**src/rtl/lsu_pkg.sv**
```systemverilog
// Shared definitions for the MEM-stage load/store unit.
//   F3_*         : funct3 encodings of the RV32I load/store access sizes
//   lsu_state_t  : bus-transaction state of the MEM-stage LSU
//   access_err() : misalignment / illegal-funct3 detection for one access
package lsu_pkg;

  localparam logic [2:0] F3_B  = 3'b000;
  localparam logic [2:0] F3_H  = 3'b001;
  localparam logic [2:0] F3_W  = 3'b010;
  localparam logic [2:0] F3_BU = 3'b100;
  localparam logic [2:0] F3_HU = 3'b101;

  typedef enum logic [1:0] {
    IDLE = 2'b00,
    REQ  = 2'b01,
    WAIT = 2'b10,
    DONE = 2'b11
  } lsu_state_t;

  // An access is rejected when its funct3 is unused, when a halfword/word
  // is not naturally aligned, or when a store carries an unsigned (1xx) size.
  function automatic logic access_err(input logic       is_store,
                                      input logic [2:0] f3,
                                      input logic [1:0] off);
    logic e;
    case (f3)
      F3_B, F3_BU: e = 1'b0;
      F3_H, F3_HU: e = off[0];
      F3_W:        e = (off != 2'b00);
      default:     e = 1'b1;
    endcase
    return e | (is_store & f3[2]);
  endfunction

endpackage

```
**src/rtl/load_extend.sv**
```systemverilog
// Selects the addressed byte/halfword out of a 32-bit read word and
// sign- or zero-extends it to 32 bits.
//   rdata  : read word from data memory
//   offset : byte offset of the access within the word
//   funct3 : access size/sign (B, H, W, BU, HU)
//   result : extended load value
module load_extend
  import lsu_pkg::*;
(
  input  logic [31:0] rdata,
  input  logic [1:0]  offset,
  input  logic [2:0]  funct3,
  output logic [31:0] result
);

  logic [7:0]  byte_s;
  logic [15:0] half_s;

  // Lane selection by the access offset.
  always_comb begin
    byte_s = 8'h00;
    case (offset)
      2'b00:   byte_s = rdata[7:0];
      2'b01:   byte_s = rdata[15:8];
      2'b10:   byte_s = rdata[23:16];
      2'b11:   byte_s = rdata[31:24];
      default: byte_s = 8'h00;
    endcase
    if (offset[1]) begin
      half_s = rdata[31:16];
    end else begin
      half_s = rdata[15:0];
    end
  end

  // Extension according to the access size and signedness.
  always_comb begin
    result = 32'h0000_0000;
    case (funct3)
      F3_B:    result = {{24{byte_s[7]}}, byte_s};
      F3_BU:   result = {24'h00_0000, byte_s};
      F3_H:    result = {{16{half_s[15]}}, half_s};
      F3_HU:   result = {16'h0000, half_s};
      default: result = rdata;
    endcase
  end

endmodule

```
**src/rtl/lsu_mem_stage.sv**
```systemverilog
// MEM-stage load/store unit: converts the pipeline's load/store controls
// into a req/gnt/rvalid data-memory transaction, stalls IF..MEM while the
// access is outstanding and returns the extended load result.
//   clk, reset                : clock, asynchronous active-low reset
//   MemReadM/MemWriteM        : load / store present in MEM (load wins)
//   funct3M, ALUResultM       : access size/sign and byte address
//   WriteDataM                : store source (rs2)
//   HoldM                     : MEM held by another stall source
//   StallM, AccessErrM        : pipeline stall, suppressed-access flag
//   load_data                 : extended load result
//   dmem_*                    : data-memory bus
module lsu_mem_stage
  import lsu_pkg::*;
#(
  parameter int XLEN = 32
) (
  input  logic            clk,
  input  logic            reset,
  input  logic            MemReadM,
  input  logic            MemWriteM,
  input  logic [2:0]      funct3M,
  input  logic [XLEN-1:0] ALUResultM,
  input  logic [XLEN-1:0] WriteDataM,
  input  logic            HoldM,
  output logic            StallM,
  output logic            AccessErrM,
  output logic [XLEN-1:0] load_data,
  output logic            dmem_req,
  output logic            dmem_we,
  output logic [XLEN-1:0] dmem_addr,
  output logic [3:0]      dmem_be,
  output logic [XLEN-1:0] dmem_wdata,
  input  logic            dmem_gnt,
  input  logic            dmem_rvalid,
  input  logic [XLEN-1:0] dmem_rdata
);

  lsu_state_t      state_r;
  lsu_state_t      state_nxt_s;
  logic [1:0]      offset_r;
  logic [2:0]      funct3_r;
  logic            is_load_r;
  logic [XLEN-1:0] load_data_r;

  logic            access_s;
  logic            is_store_s;
  logic            err_s;
  logic            issue_s;
  logic            capture_s;
  logic            req_s;
  logic            stall_s;
  logic            err_out_s;
  logic [XLEN-1:0] ld_s;
  logic [XLEN-1:0] ext_s;
  lsu_state_t      route_s;

  assign access_s   = MemReadM | MemWriteM;
  assign is_store_s = MemWriteM & ~MemReadM;
  assign err_s      = access_err(is_store_s, funct3M, ALUResultM[1:0]);

  // Where a completing access goes: park in DONE while MEM is held.
  assign route_s = HoldM ? DONE : IDLE;

  // Extension works from the held offset/funct3 so it is valid in WAIT.
  load_extend u_load_extend (
    .rdata  (dmem_rdata),
    .offset (offset_r),
    .funct3 (funct3_r),
    .result (ext_s)
  );

  // Transaction FSM: next state, bus request, stall and error flags.
  always_comb begin
    state_nxt_s = state_r;
    req_s       = 1'b0;
    stall_s     = 1'b0;
    err_out_s   = 1'b0;
    issue_s     = 1'b0;
    capture_s   = 1'b0;
    ld_s        = load_data_r;
    case (state_r)
      IDLE: begin
        if (access_s && err_s) begin
          err_out_s   = 1'b1;
          state_nxt_s = IDLE;
        end else if (access_s) begin
          req_s   = 1'b1;
          issue_s = 1'b1;
          if (dmem_gnt && MemReadM) begin
            stall_s     = 1'b1;
            state_nxt_s = WAIT;
          end else if (dmem_gnt) begin
            state_nxt_s = route_s;
          end else begin
            stall_s     = 1'b1;
            state_nxt_s = REQ;
          end
        end else begin
          state_nxt_s = IDLE;
        end
      end
      REQ: begin
        req_s = 1'b1;
        if (dmem_gnt && is_load_r) begin
          stall_s     = 1'b1;
          state_nxt_s = WAIT;
        end else if (dmem_gnt) begin
          state_nxt_s = route_s;
        end else begin
          stall_s     = 1'b1;
          state_nxt_s = REQ;
        end
      end
      WAIT: begin
        if (dmem_rvalid) begin
          ld_s        = ext_s;
          capture_s   = HoldM;
          state_nxt_s = route_s;
        end else begin
          stall_s     = 1'b1;
          state_nxt_s = WAIT;
        end
      end
      DONE: begin
        if (HoldM) begin
          state_nxt_s = DONE;
        end else begin
          state_nxt_s = IDLE;
        end
      end
      default: begin
        state_nxt_s = IDLE;
      end
    endcase
  end

  // Bus formatting; MEM inputs are frozen by StallM so these stay stable in REQ.
  always_comb begin
    dmem_addr = {ALUResultM[XLEN-1:2], 2'b00};
    dmem_we   = is_store_s;
    if (is_store_s) begin
      case (funct3M[1:0])
        2'b00: begin
          dmem_be    = 4'b0001 << ALUResultM[1:0];
          dmem_wdata = {4{WriteDataM[7:0]}};
        end
        2'b01: begin
          dmem_be    = 4'b0011 << {ALUResultM[1], 1'b0};
          dmem_wdata = {2{WriteDataM[15:0]}};
        end
        default: begin
          dmem_be    = 4'b1111;
          dmem_wdata = WriteDataM;
        end
      endcase
    end else begin
      dmem_be    = 4'b1111;
      dmem_wdata = {XLEN{1'b0}};
    end
  end

  // The FSM settles to IDLE asynchronously, but the combinational IDLE path
  // would still see MEM controls, so the handshake outputs are gated too.
  assign StallM     = stall_s & reset;
  assign dmem_req   = req_s & reset;
  assign AccessErrM = err_out_s & reset;
  assign load_data  = ld_s;

  // State and held access context.
  always_ff @(posedge clk or negedge reset) begin
    if (!reset) begin
      state_r     <= IDLE;
      offset_r    <= 2'b00;
      funct3_r    <= 3'b000;
      is_load_r   <= 1'b0;
      load_data_r <= {XLEN{1'b0}};
    end else begin
      state_r <= state_nxt_s;
      if (issue_s) begin
        offset_r  <= ALUResultM[1:0];
        funct3_r  <= funct3M;
        is_load_r <= MemReadM;
      end
      if (capture_s) begin
        load_data_r <= ext_s;
      end
    end
  end

endmodule

```
**config.mk**
```make
export PLATFORM = sky130hd
export DESIGN_NAME = lsu_mem_stage
export DESIGN_NICKNAME = d
export VERILOG_FILES = /design/src/rtl/lsu_pkg.sv /design/src/rtl/load_extend.sv /design/src/rtl/lsu_mem_stage.sv
export SDC_FILE = /design/constraint.sdc
export NUM_CORES = 1
export LEC_CHECK = 0
export CAP_MARGIN = 20
export CORE_MARGIN = 2
export CORE_UTILIZATION = 42
export DETAILED_ROUTE_END_ITERATION = 10
export PLACE_DENSITY = 0.95
export REMOVE_ABC_BUFFERS = 1
export SETUP_SLACK_MARGIN = 0.15
export SYNTH_ARGS = -nofsm -noshare
export SYNTH_HDL_FRONTEND = slang
export SYNTH_SLANG_ARGS = --single-unit
```
**constraint.sdc**
```tcl
create_clock -name clk -period 4.55 [get_ports clk]
set_input_delay 0.6825 -clock clk [delete_from_list [all_inputs] [get_ports clk]]
set_output_delay 0.6825 -clock clk [all_outputs]
set_load 0.05 [all_outputs]
```
==> qor.txt <==
Static Leak: 1.99 nW
CP endpoint kind: output port
Status: finished clean
Gates resized, CTS repair: 0
Met2 Wirelength: 5770 um
Cell mode on critical path: clkdlybuf4s50_1
IO Pins: 210
Worst Hold Class: input port to asynchronous set/reset pin
Chip height: 96.7 um
Distinct cell type count after synthesis: 46
Worst-Skew Late Latency: 0.30 ns
Starting Density: 43.7%
Pre-CTS WS: 0.540 ns
Max-slew violations: 0
CP required: 3.87 ns
Tot GR Track Use: 25.5%
Syn. warnings: 0
CTS Buf Count: 5
Core Region: 8260 sq um
Synthesized instance count: 461
DRC violations left: 0
Worst Clk Skew: 0.00478 ns
RSZ-0062 raised after global routing: false
P&R area growth vs syn: 37.2%
Setup Viol. Count Final: 0
Max-Slew Margin vs Limit: 31.9%
Slew @ Worst Pin: 1.02 ns
Clk root buf: clkbuf_8
Total Power: 3.22 mW
Final WL: 12600 um
PD cells: 649 nW/um^2
Die W: 96.7 um
Synth Flop Type: dfrtp_1
Slowest cell on the critical path: nor3_2
Synth Register Bits: 40
Initial antenna violation count: 0
Fin area: 4960 sq um
Nature of the critical path startpoint: input port
Mux contribution to synthesized area: 12.4%
# nets final: 668
Antenna-violating nets left: 0
Syn Area/Cell: 7.83 sq um
Post-synthesis compound-gate area fraction: 23.2%
Ys async rst share: 100%
DRT met1 WL: 5100 um
Final period util: 88.3%
CTS H-Tree Depth: 2
Area share of fa/ha/maj cells after synthesis: 0%
Hold-fix buffers at CTS: 0
Post-synth EDFFs: 0
Peak Freq: 249 MHz
RePlAce Congestion: 0.904
Tmin final: 4.02 ns
Most frequent cells in the layout: clkdlybuf4s50_1 (139), nor2_1 (93), a21oi_1 (52)
Critical Path, Cell by Cell: clkdlybuf4s50_1, mux2i_1, nor4_2, nor3_2, a21oi_1, clkdlybuf4s50_1
Clock Sinks: 40
Final hold viol count: 0
Max cap viols: 0
Layout cell share with drive strength beyond 1: 8.53%
Clk buf depth: 2
Final core occ: 60.0%
Vias/cell: 5.79
CTS tree: yes
Worst path max stage delay: 0.86 ns
Top routing layer used: met4
Worst Path Class, Setup: input port to output port
Port bufs: 147
First-pass DRT Iterations: 5
Post-CTS setup buffer count: 0
Final WS setup: 0.533 ns
Via Count: 3872
Most common cell after layout, fill and taps aside: clkdlybuf4s50_1
Post-synthesis xor/xnor area fraction: 0%
Iteration-0 DRC Markers: 240
Combinational family with the most area after synthesis: simple AND/OR/NAND/NOR gates
Sequential area share after synthesis: 27.7%
First-pass GRT wire length: 19600 um
Die area: 9350 sq um
Worst-path clk slew: 0.08 ns
Simple-gate share of the synthesized area: 24.2%
FP Rows: 33
Synthesized area: 3610 sq um
Vias in the first global route: 3870
Remaining global-route overflow: 0
WL met3: 1490 um
Crit path DAT: 3.33 ns
Largest net degree at the start of global routing: 41
WL/cell: 18.8 um
Placement Cell Area: 4840 sq um
Worst vdd ir: 0.271 mV
HPWL after DPL: 9550 um
Critical Path Fanout Max: 16
Post-Route Setup TNS: 0 ns
-- registers in the layout, indices dropped and copies added (netlist names) --
signal	count
funct3_r	3
state_r	2
is_load_r	1
offset_r	2
load_data_r	32
-- cells by family (layout without fill, tap and decap cells) --
logic type / after synthesis / count (layout)
other: 1 / 3
AND/OR/NAND/NOR: 187 / 187
multiplexers: 33 / 33
AO/OA/AOI/OAI: 130 / 130
flip-flops: 40 / 40
buffers and inverters: 70 / 171
-- Yosys cell counts (2+ instances only) --
cell	n	area (sq um)
nor2b_1	18	113
nand2_1	48	180
nor3_2	2	20.0
a21oi_1	52	260
dfrtp_1	40	1000
o21ai_0	26	130
mux4_1	2	52.6
a21boi_0	2	15.0
nor2_1	93	349
clkbuf_1	13	48.8
mux2i_1	18	180
inv_1	6	22.5
a22o_1	18	158
buf_4	33	248
nor3_4	2	32.5
a221oi_1	15	131
and2_1	9	56.3
buf_6	7	78.8
a22oi_1	7	52.6
a32o_1	2	20.0
buf_2	9	45.0
nand3_1	4	20.0
mux4_2	6	135
mux2_2	7	78.8
-- metrics by stage --
stage / instances / hold WS, ns
after global placement: 660 / 0.464
after detailed placement: 660 / 0.481
after CTS: 668 / 0.497
final: 669 / 0.492
after floorplan: 399 / 0.387
after global routing: 668 / 0.527
-- layer usage --
metal | vias to the layer above | track usage [%]
li1 | 1793 | -
met1 | 1804 | 31.7
met2 | 256 | 40.9
met3 | 19 | 10.7
met4 | 0 | 5.85
met5 | - | 3.85
-- path summary, 6_finish.rpt --
path / from / endpoint / slack [ns] / cells past startpoint
worst min register to register: load_data_r[7] / load_data_r[7] / 0.49 / 2
min in group clk: load_data_r[7] / load_data_r[7] / 0.49 / 2
max in group asynchronous: reset / load_data_r[15] / 3.69 / 2
worst min-delay path: reset / load_data_r[29] / 0.49 / 2
worst max-delay path: dmem_rdata[15] / load_data[30] / 0.53 / 6
worst max register to register: state_r[1] / load_data_r[25] / 1.97 / 5
-- cell type report --
type,instances,area (sq um)
Fill cell,711,3300
Multi-Input combinational cell,352,2160
Timing Repair Buffer,156,1520
Sequential cell,40,1000
Tap cell,105,131
Clock buffer,5,68.8
Clock inverter,3,46.3
Inverter,7,26.3
Antenna cell,1,2.50
-- worst max-delay path: cells and delay by family --
family                 cells  cell delay (ns)
multiplexers               1             0.27
AO/OA/AOI/OAI              1             0.17
buffers and inverters      2             1.24
AND/OR/NAND/NOR            2             0.96
-- power by group --
part	internal (mW)	leakage, nW	switching (mW)
Clock	0.165	0.0548	0.136
Sequential	0.527	0.476	0.169
Combinational	0.828	1.46	1.39
No activity file was read; power rests on OpenSTA's default activity.
